<file path="src/rtl/booth_seq_ctrl.sv">
// rtl/booth_seq_ctrl.sv - sequential radix-4 Booth recoder and partial-product accumulator
// Issues one Booth triplet per cycle and sums the generator's registered pp words.
module booth_seq_ctrl #(
  parameter int A_W  = 8,
  parameter int ROWS = 4,
  parameter int P_W  = 16
) (
  input  logic              clk,
  input  logic              rst,
  input  logic              start,
  input  logic [A_W-1:0]    a,
  output logic              ready,
  output logic [2:0]        opr,
  output logic [1:0]        extend_one,
  input  logic [14:0]       pp,
  output logic              done,
  output logic [P_W-1:0]    product
);

  typedef enum logic [1:0] {
    IDLE  = 2'd0,
    ISSUE = 2'd1,
    DRAIN = 2'd2,
    DONE  = 2'd3
  } state_t;

  localparam logic [1:0] LAST_ROW = 2'(ROWS - 1);

  state_t         state_q, state_d;
  logic [A_W-1:0] a_q, a_d;
  logic [1:0]     row_q, row_d;
  logic [P_W-1:0] acc_q, acc_d;
  logic [P_W-1:0] prod_q, prod_d;
  logic           vld_q, vld_d;

  logic           issuing;
  logic [A_W:0]   a_ext;
  logic [P_W-1:0] pp_ext;
  logic [P_W-1:0] acc_sum;

  always_ff @(posedge clk or posedge rst) begin
    if (rst) begin
      state_q <= IDLE;
      a_q     <= '0;
      row_q   <= '0;
      acc_q   <= '0;
      prod_q  <= '0;
      vld_q   <= 1'b0;
    end else begin
      state_q <= state_d;
      a_q     <= a_d;
      row_q   <= row_d;
      acc_q   <= acc_d;
      prod_q  <= prod_d;
      vld_q   <= vld_d;
    end
  end

  // a_ext carries the implicit a[-1]=0 below the operand so row r reads bits [2r+2:2r].
  always_comb begin
    issuing = (state_q == ISSUE);
    a_ext   = {a_q, 1'b0};
    pp_ext  = {{(P_W-15){pp[14]}}, pp};
    acc_sum = acc_q + pp_ext;
  end

  always_comb begin
    state_d    = state_q;
    a_d        = a_q;
    row_d      = row_q;
    acc_d      = vld_q ? acc_sum : acc_q;
    prod_d     = prod_q;
    vld_d      = issuing;
    ready      = (state_q == IDLE);
    done       = (state_q == DONE);
    opr        = 3'b000;
    extend_one = 2'b00;

    case (state_q)
      IDLE: begin
        if (start) begin
          a_d     = a;
          acc_d   = '0;
          row_d   = '0;
          state_d = ISSUE;
        end
      end
      ISSUE: begin
        opr        = a_ext[{row_q, 1'b0} +: 3];
        extend_one = row_q;
        row_d      = row_q + 2'd1;
        if (row_q == LAST_ROW) begin
          state_d = DRAIN;
        end
      end
      DRAIN: begin
        // The last row's pp arrives this cycle; fold it straight into the product.
        prod_d  = acc_sum;
        state_d = DONE;
      end
      DONE: begin
        state_d = IDLE;
      end
      default: begin
        state_d = IDLE;
      end
    endcase
  end

  assign product = prod_q;

endmodule
</file>
<file path="config.mk">
export PLATFORM = sky130hd
export DESIGN_NAME = booth_seq_ctrl
export DESIGN_NICKNAME = d
export VERILOG_FILES = /design/src/rtl/booth_seq_ctrl.sv
export SDC_FILE = /design/constraint.sdc
export NUM_CORES = 1
export LEC_CHECK = 0
export ABC_AREA = 1
export ABC_CLOCK_PERIOD_IN_PS = 1700
export CAP_MARGIN = 30
export CORE_MARGIN = 2
export CORE_UTILIZATION = 50
export CTS_BUF_LIST = sky130_fd_sc_hd__clkbuf_4
export CTS_CLUSTER_SIZE = 14
export DETAILED_ROUTE_END_ITERATION = 10
export PLACE_DENSITY = 0.87
export SYNTH_ARGS = -nofsm -noshare
export SYNTH_HDL_FRONTEND = slang
export SYNTH_SLANG_ARGS = --single-unit
export TNS_END_PERCENT = 5
</file>
<file path="constraint.sdc">
create_clock -name clk -period 1.7 [get_ports clk]
set_input_delay 0.255 -clock clk [delete_from_list [all_inputs] [get_ports clk]]
set_output_delay 0.255 -clock clk [all_outputs]
set_load 0.01 [all_outputs]
</file>
# Word-level counts from Yosys, hierarchy flattened
# Index checks and enable logic that the tools add are counted.
# totals
register_bits	45
wordCells	30
inputBits	26
out_inout_bits	23
# op_classes
add_sub_neg	2
reduce_logical	5
n_eq_ne	6
n_mux	10
shifts	1
# ops
cell	count
two-way mux 16 bit	3
adder 16 bit	1
indexed part select 9 x 4 -> 3 bit	1
two-way mux 2 bit	4
case mux 2 bit (4 select lines)	1
equality test 2 bit (second input constant)	3
AND reduction 2 bit	3
case mux 2 bit (2 select lines)	1
two-way mux 3 bit	1
adder 2 x 1 -> 2 bit (second input constant)	1
equality test 2 x 1 -> 1 bit (second input constant)	1
logical NOT 2 bit	1
!= test 2 x 1 -> 1 bit (second input constant)	1
!= test 2 bit (second input constant)	1
nonzero test 2 bit	1

# Depth between registers and ports, before layout
# depth
word_depth	4
depth_mapped	13
depth_no_buf	13

# Worst setup path after synthesis
# Ideal clock, no wire load.
# synth_timing
path_kind	register -> register
from	register acc_q[0]
to	register acc_q[12]
path_slack_ns	0.063
path_buffers	0
required_ns	1.587
t_arrival_ns	1.524
path_stages_with_launch	14
synth_period_minus_slack_ns	1.637
setup_ns	0.113
cell_sequence	dfrtp_1 > ha_1 > inv_1 > fa_1 > inv_1 > nand3_1 > nand2_2 > nand3_1 > nand3_1 > nand2_1 > nand2_1 > nand2_1 > nand2_1 > inv_1
# synth_via
elab_chain_cells	4
# synth_rtl
item	line_no	rtl
from (decl)	32	logic [P_W-1:0] acc_q, acc_d;
from (signal assigned)	46	acc_q <= '0;
from (signal assigned)	53	acc_q <= acc_d;
adder 16 bit *	64	acc_sum = acc_q + pp_ext;
two-way mux 16 bit *	71	acc_d = vld_q ? acc_sum : acc_q;
two-way mux 16 bit	81	if (start) begin
two-way mux 16 bit *	79	case (state_q)
named net acc_d[12]	32	
# The timed path passes the listed nets; every way through them passes the cells marked *.
# A chain may end at the register's enable or synchronous reset.

# Final worst setup path
# Same ends and word-level chain as after synthesis.

==> impl_metrics.env <==
export IMPL_first_global_vias=2749
export IMPL_clkLatencyLatePin_ns=0.35
export IMPL_crit_type="reg2reg"
export IMPL_synthToLayoutAreaGrowth_pct=33.1
export IMPL_yosysSeqAreaShare_pct=39.0
export IMPL_violations="setup timing"
export IMPL_yosysUniqueCellTypes=24
export IMPL_grt_use_met3_pct=4.19
export IMPL_htreeDepth=2
export IMPL_worst_slack_ns=-0.141
export IMPL_vias=2799
export IMPL_p_leak_nw=2.09
export IMPL_antenna_left=0
export IMPL_wl_per_cell_um=12.9
export IMPL_place_inst=552
export IMPL_antenna_cells=0
export IMPL_hp_class="in2async"
export IMPL_cts_tree="built"
export IMPL_grt_start_max_net_pins=46
export IMPL_pin_count=49
export IMPL_period_needed_ns=1.84
export IMPL_drv_slew=0
export IMPL_grt_pass1_wl_um=11500
export IMPL_final_cell_count_no_fill=562
export IMPL_syn_inst=417
export IMPL_fmax_mhz=543
export IMPL_fin_skew_ns=0.00736
export IMPL_viasPerCell=4.98
export IMPL_irDropWorstVdd_v=0.000909
export IMPL_track_usage_pct=22.7
export IMPL_numPortBuffers=48
export IMPL_drt_pass1_iter_count=4
export IMPL_syn_cell_area_um2=2890
export IMPL_powerDensity_nw_per_um2=1960
export IMPL_period_share_pct=108
export IMPL_antenna_found_initial=0
export IMPL_worstMarginPinSlew_ns=0.283
export IMPL_final_nets=536
export IMPL_synth_fp_nets=464
export IMPL_row_count=27
export IMPL_start_kind="flip-flop"
export IMPL_dpl_hpwl_um=5000
export IMPL_path_max_fanout=3
export IMPL_drc=0
export IMPL_global_route_overflow_total=0
export IMPL_final_common_cell="nand2_1"
export IMPL_required_ns=1.96
export IMPL_status="complete, but fails checks"
export IMPL_layout_common_cells="nand2_1 (142), inv_1 (61), dfrtp_1 (44)"
export IMPL_rrSetupSlack_ns=-0.14
export IMPL_nFillCells=440
export IMPL_fp_dieArea_um2=6390
export IMPL_drtIter0Drc=136
export IMPL_die_x_um=80.0
export IMPL_rsz0062_at_grt="true"
export IMPL_synth_seq_cells=45
export IMPL_hold_viol_final=0
export IMPL_grtUsageMet1_pct=26.9
export IMPL_gr_max_usage_layer="met2"
export IMPL_fp_coreArea_um2=5540
export IMPL_wirelength_um=7240
export IMPL_dp_slack_ns=-0.515
export IMPL_end_kind="flip-flop"
export IMPL_cts_path_max_buffers=2
export IMPL_drive_above_1_share_pct=16.3
export IMPL_cts_root_buf="clkbuf_4"
export IMPL_synth_avg_cell_area_um2=6.92
export IMPL_die_h_um=80.0
export IMPL_initial_core_util_pct=52.1
export IMPL_path_clk_slew_ns=0.13
export IMPL_drv_cap=0
export IMPL_cts_sinks=45
export IMPL_grtUsageMet2_pct=41.8
export IMPL_finalSetupViolCount=11
export IMPL_ys_warnings_count=0
export IMPL_max_slew_margin_pct=81.1
export IMPL_cts_inserted_buffers=5
export IMPL_gp_congestion=0.910
export IMPL_worstPathArrival_ns=2.10
-- layer usage --
layer,wire length (um),vias up
li1,-,1410
met4,151,0
met5,0,-
met1,2960,1289
met2,3740,84
met3,388,16
-- where the power goes --
group          internal (W)  total, W  switching (W)
combinational       0.00216   0.00489        0.00273
sequential          0.00162   0.00198       0.000357
clock              0.000323  0.000660       0.000337
total               0.00410   0.00752        0.00342
-- cells by family (layout without fill, tap and decap cells) --
kind of cell | after synthesis | after routing | share of synthesized area [%]
fa+ha+maj | 21 | 21 | 9.37
simple gates | 221 | 221 | 30.9
flops | 45 | 45 | 39.0
buf+inv | 79 | 152 | 10.5
compound gates | 43 | 43 | 7.81
xor+xnor | 8 | 8 | 2.43
-- cell type report --
| type | instances | area (um2) | share of cell area [%] |
|---|---|---|---|
| tap | 72 | 90.1 | 2.35 |
| multi-input combinational | 293 | 1600 | 41.5 |
| clock inverter | 2 | 33.8 | 0.879 |
| timing repair buffer | 75 | 691 | 18.0 |
| inverter | 69 | 259 | 6.74 |
| clock buffer | 6 | 45.0 | 1.17 |
| sequential | 45 | 1130 | 29.3 |
-- what timing repair did --
action | 4_1_cts | 5_1_grt
hold buffers | 0 | 0
gates resized for setup | 23 | 32
setup buffers | 1 | 1
pin swaps | 1 | 11
gates cloned | 0 | 0
endpoints found under the setup margin | 16 | 26
-- critical path, stage by stage, from the launching register on --
cell and delay [ns]:
dfrtp_1 0.38, ha_2 0.20, inv_2 0.05, fa_2 0.40, inv_2 0.07, nand3_2 0.06, nand2_2 0.12, nand3_2 0.10
nand3_2 0.10, nand2_2 0.05, nand2_2 0.07, nand2_1 0.05, nand2_1 0.05, inv_1 0.04
-- synthesized netlist by cell type (all sizes together) --
cell / n / area share [%]
a21o: 2 / 0.52
a21oi: 12 / 2.1
a32o: 1 / 0.35
and2: 1 / 0.22
buf: 4 / 0.69
clkbuf: 6 / 0.78
dfrtp: 45 / 39
fa: 1 / 0.69
ha: 20 / 8.7
inv: 69 / 9.0
nand2: 155 / 21
nand3: 16 / 2.9
nand3b: 2 / 0.52
nand4: 1 / 0.22
nor2: 44 / 5.8
nor3: 2 / 0.35
o21ai: 28 / 4.9
xnor2: 6 / 1.8
xor2: 2 / 0.61
-- path summary, 6_finish.rpt --
path / startpoint / cells after the start / endpoint
min in group clk: a[4] / 3 / a_q[4]$_DFFE_PP0P_
worst max-delay path: acc_q[0]$_DFF_PP0_ / 13 / acc_q[12]$_DFF_PP0_
max in group asynchronous: rst / 3 / acc_q[8]$_DFF_PP0_
worst max register to register: acc_q[0]$_DFF_PP0_ / 13 / acc_q[12]$_DFF_PP0_
worst min register to register: a_q[7]$_DFFE_PP0P_ / 2 / a_q[7]$_DFFE_PP0P_
worst min-delay path: rst / 3 / product[0]$_DFFE_PP0P_
-- state kept, by name, summed over array words and instances, names as in the netlist --
| name | flops |
|---|---|
| state_q | 2 |
| acc_q | 16 |
| a_q | 8 |
| product | 16 |
| vld_q | 1 |
| row_q | 2 |
-- stage by stage --
stage | power [W] | setup TNS, ns | util, % | area (um2) | hold slack (ns)
detailed placement | 0.00644 | -8.17 | 65.4 | 3630 | 0.467
global placement | 0.00625 | -6.75 | 65.4 | 3630 | 0.455
finish | 0.00752 | -0.564 | 69.3 | 3840 | 0.221
CTS | 0.00714 | -0.234 | 67.0 | 3710 | 0.238
floorplan | 0.00482 | 0 | - | 2890 | 0.365
global route | 0.00826 | -2.40 | 69.3 | 3840 | 0.235
(Power assumes the default switching activity.)
==> RTL change 1 (same settings) <==
Change the parameter `P_W` from 16 to 24.
--- a/src/rtl/booth_seq_ctrl.sv
+++ b/src/rtl/booth_seq_ctrl.sv
@@ -3,7 +3,7 @@
 module booth_seq_ctrl #(
   parameter int A_W  = 8,
   parameter int ROWS = 4,
-  parameter int P_W  = 16
+  parameter int P_W  = 24
 ) (
   input  logic              clk,
   input  logic              rst,
Interface: changed (resized product); port bits go from 49 to 57. The function was not compared with the original's and may differ.
==> RTL change 1 against the original RTL <==
First-iteration DRC count rose to 2.7 times the old value; sequential cell count rose by 16; count of clock-buffer cells in the layout rose by 3; worst setup slack got worse by 0.054 ns; synthesized cell count rose by 61%; largest cell class unchanged; final area rose by 63%; via count rose by 69%; wire length rose by 90%; synthesized area rose by 52%; clock power rose by 55%; total power rose by 72%; largest power group unchanged; the run still ends with negative setup slack left.
==> RTL change 1: results <==
[synthesis]
seq_area_frac_synth_pct = 34.9
adder_cell_share_of_the_synthesized_area_pct = 8.47
synth_compound_gate_area_share_pct = 6.38
yosys.area_share.xor_xnor_pct = 1.60
synth_common_cells = "247 x nand2_1, 119 x inv_1, 76 x nor2_1"
synth.area.top_cells = "dfrtp_1 35%, nand2_1 21%, inv_1 10%"
synth.net_count = 726

[place]
routability_congestion_estimate_from_global_placement = 0.929
place_worst_setup_slack_ns = -0.562
io_buffers = 56
dp.final_hpwl_um = 8970

[setup_path]
critPathMaxStageDelay_ns = 0.43
crit_slowest_cell = "dfrtp_1"

[cts]
h-tree-depth = 3
cts_inserted_buffers = 9

[global_route]
grt_antenna_before_repair = 1
gr-usage-all-layers_pct = 26.5
vias_in_the_first_global_route = 4475

[outcome]
status = "finished, violations left"
failed_checks = "negative setup slack"

[sta]
final-setup-viol-count = 34
worst_slack_ns = -0.195
final.setup_skew_ns = 0.0254

[detailed_routing]
via_count = 4729
wl_um = 13700

[finish]
share_of_final_layout_standard_cells_stronger_than_drive_strength_1_pct = 24.7
fin_nets = 846
n_fill_cell = 633

[power_and_ir_drop]
worst_ir_drop_vdd_v = 0.00111
power.static_leakage_nw = 3.30
[RTL change 1: layer usage]
layer / routed length [um] / GRT usage (%) / part of all wire (%)
met5: 0 / 0 / 0
met4: 461 / 10.7 / 3.4
met3: 878 / 3.60 / 6.4
met2: 6570 / 44.8 / 48
met1: 5830 / 34.2 / 42
[RTL change 1: what timing repair did]
action / in CTS / in global routing
endpoints found under the setup margin: 47 / 49
pin swaps: 5 / 22
setup buffers: 2 / 8
cloned: 0 / 1
hold endpoints to repair: 0 / 0
resized for setup: 59 / 81
[RTL change 1: cell families after synthesis]
family          count (synthesis)
buf+inv                       134
fa+ha+maj                      29
flops                          61
xor+xnor                        8
compound gates                 49
simple gates                  390
[RTL change 1: final cells by class]
class | instances | area share [%]
inverters | 120 | 7.25
clock inverters | 6 | 0.879
well taps | 108 | 2.16
multi-input cells | 476 | 46.1
repair buffers | 123 | 18.1
clock buffers | 9 | 1.08
diodes | 1 | 0.0400
flip-flops and latches | 61 | 24.4
[RTL change 1: path summary, 6_finish.rpt]
kind | to | cells after the start | from | slack [ns]
max in group asynchronous | row_q[0] | 3 | rst | 1.17
max reg2reg | acc_q[16] | 12 | acc_q[0] | -0.19
min in group clk | a_q[7] | 3 | a[7] | 0.34
max | acc_q[16] | 12 | acc_q[0] | -0.19
min reg2reg | a_q[6] | 2 | a_q[6] | 0.49
min | acc_q[23] | 3 | rst | 0.22
[RTL change 1: power by group through the flow]
stage / clock network, mW / registers (mW) / logic (mW)
floorplan: 0 / 2.70 / 4.61
global placement: 0 / 2.68 / 7.20
detailed placement: 0 / 2.72 / 7.42
CTS: 1.01 / 2.78 / 7.87
global route: 1.06 / 2.92 / 9.96
finish: 1.02 / 2.85 / 9.04
==> RTL change 2 (same settings) <==
Without the edit above. Make the reset (`rst`) synchronous in one clocked block.
--- a/src/rtl/booth_seq_ctrl.sv
+++ b/src/rtl/booth_seq_ctrl.sv
@@ -38,7 +38,7 @@
   logic [P_W-1:0] pp_ext;
   logic [P_W-1:0] acc_sum;
 
-  always_ff @(posedge clk or posedge rst) begin
+  always_ff @(posedge clk) begin
     if (rst) begin
       state_q <= IDLE;
       a_q     <= '0;
Behaviour: differs if rst is asserted again (counterexample within 4 cycles, from zero or initial values and one cycle with rst high); with rst held inactive, the same outputs for 10 cycles.
==> RTL change 2 against the original RTL <==
Sequential cell count stayed put; critical path type unchanged; non-clock buffer count grew 5; maximum frequency up 8.8%; first-iteration DRC count grew 31%; global-route usage grew 0.55 points; synthesized area down 1.5%; wire length fell by 3.8%; count of clock-buffer cells in the layout shrank 1; synthesized cell count grew 7.2%; worst setup slack better by 0.15 ns; critical path depth shrank 2; final area decreased by 1.3%.
Power is not compared: it rests on default switching activity, and its combinational part moved more than twofold at a synthesized area within 25%.
==> RTL change 2: results <==
[place]
io_buffers = 48
placedInstanceArea_um2 = 3600
routability_congestion_estimate_from_global_placement = 0.897
place_worst_setup_slack_ns = -0.432
place.detailed.instances = 587
dp.final_hpwl_um = 5200

[synthesis]
synth.net_count = 494
seq_area_frac_synth_pct = 31.7
netlist-cell-type-count = 32
synth_common_cells = "99 x nand2_1, 86 x inv_1, 79 x nor2_1"
synth.area.top_cells = "dfxtp_1 32%, nand2_1 13%, inv_1 11%"
yosys_warnings = 0
synth_area_per_cell_um2 = 6.36
synth.cell_area_um2 = 2840
synth_async_sr_flop_share_pct = 0

[global_route]
grt_max_degree = 31
met3_usage_grt_pct = 3.05
grt_antenna_before_repair = 0
met2_usage_pct = 40.5
gr-usage-all-layers_pct = 23.3
grt_pass1_wl_um = 11700
vias_in_the_first_global_route = 2721
globalRouteMet1Util_pct = 30.4

[power_and_ir_drop]
power.static_leakage_nw = 1.99
worst_ir_drop_vdd_v = 0.000624

[cts]
h-tree-depth = 2
cts_inserted_buffers = 5
cts-root-buf = "clkbuf_4"
clock_latency_reported_for_the_late_side_of_the_worst_skew_pair_ns = 0.37
clk_transition_reported_paths_ns = 0.15

[finish]
fin_nets = 571
share_of_final_layout_standard_cells_stronger_than_drive_strength_1_pct = 17.1
final_cells = 597
antenna_cells = 0

[sta]
slew_violations = 0
report.final.hold_viol_count = 0
final.setup_skew_ns = 0.0116
tightestPinTransition_ns = 0.289

[detailed_routing]
detail_route.first_pass.iterations = 4
post_drt_via_cell_ratio = 4.90
drt_iter0_drc = 178
wire_per_inst_um = 11.7

[setup_path]
critPathMaxStageDelay_ns = 0.40
top_fanout_value_on_the_critical_path = 3
arrival_ns = 1.98
crit_slowest_cell = "fa_2"

[outcome]
status = "finished, final reports clean"

[min_path]
hp_class = "primary input to flip-flop"
## RTL change 2: changes by cell type after synthesis, moves of 3 or more
cell	unedited run	this run
o211ai_1	0	3
o21ai_1	3	0
xnor2_1	6	3
nor2_1	43	79
dfrtp_1	45	0
nand2_1	147	99
nand3_1	15	36
inv_1	68	86
nand2_2	8	5
dfxtp_1	0	45
## RTL change 2: logic make-up after synthesis
kind of cell	count (synthesis)	share of synthesized area, %
AOI/OAI and AO/OA	47	9.38
xor gates and xnor gates	4	1.23
adders and majority gates	21	9.51
and+or+nand+nor	234	34.7
buffers and inverters	96	13.5
DFF	45	31.7
## RTL change 2: power breakdown
| group | switching, mW | internal (mW) |
|---|---|---|
| combinational | 1.30 | 1.11 |
| sequential | 0.188 | 1.35 |
| clock | 0.385 | 0.165 |
| total | 1.88 | 2.63 |
## RTL change 2: worst max-delay path: cells and delay by family, from the launching register on
| family | cells | cell delay [ns] |
|---|---|---|
| AND/OR/NAND/NOR | 6 | 0.55 |
| adder cells (fa/ha/maj) | 2 | 0.54 |
| buffers and inverters | 3 | 0.16 |
| flip-flops | 1 | 0.38 |
## RTL change 2: path summary, 6_finish.rpt
check / startpoint / end / slack (ns) / depth (start not counted)
setup / recovery: acc_q[0] / acc_q[14] / 0.008 / 11
hold / removal: pp[0] / product[0] / 0.37 / 4
setup reg to reg: acc_q[0] / acc_q[14] / 0.008 / 11
hold reg to reg: a_q[5] / a_q[5] / 0.48 / 2
## RTL change 2: layout make-up
| cell class | instances | area (um2) |
|---|---|---|
| clock buffers | 5 | 37.5 |
| well taps | 72 | 90.1 |
| multi-input cells | 306 | 1680 |
| fillers | 437 | 1720 |
| flip-flops and latches | 45 | 912 |
| clock inverters | 3 | 21.3 |
| inverters | 86 | 323 |
| repair buffers | 80 | 723 |
## RTL change 2: timing repair
| action | 4_1_cts | 5_1_grt |
|---|---|---|
| gates resized for setup | 26 | 30 |
| endpoints found under the setup margin | 14 | 20 |
| buffers inserted | 0 | 2 |
| pin swaps | 0 | 5 |
| hold buffers | 0 | 0 |
## RTL change 2: routing by layer
layer  part of all wire, %  vias up
li1                      -     1538
met5                     0        -
met3                   5.0        7
met1                    46     1300
met4                   1.3        0
met2                    48       80
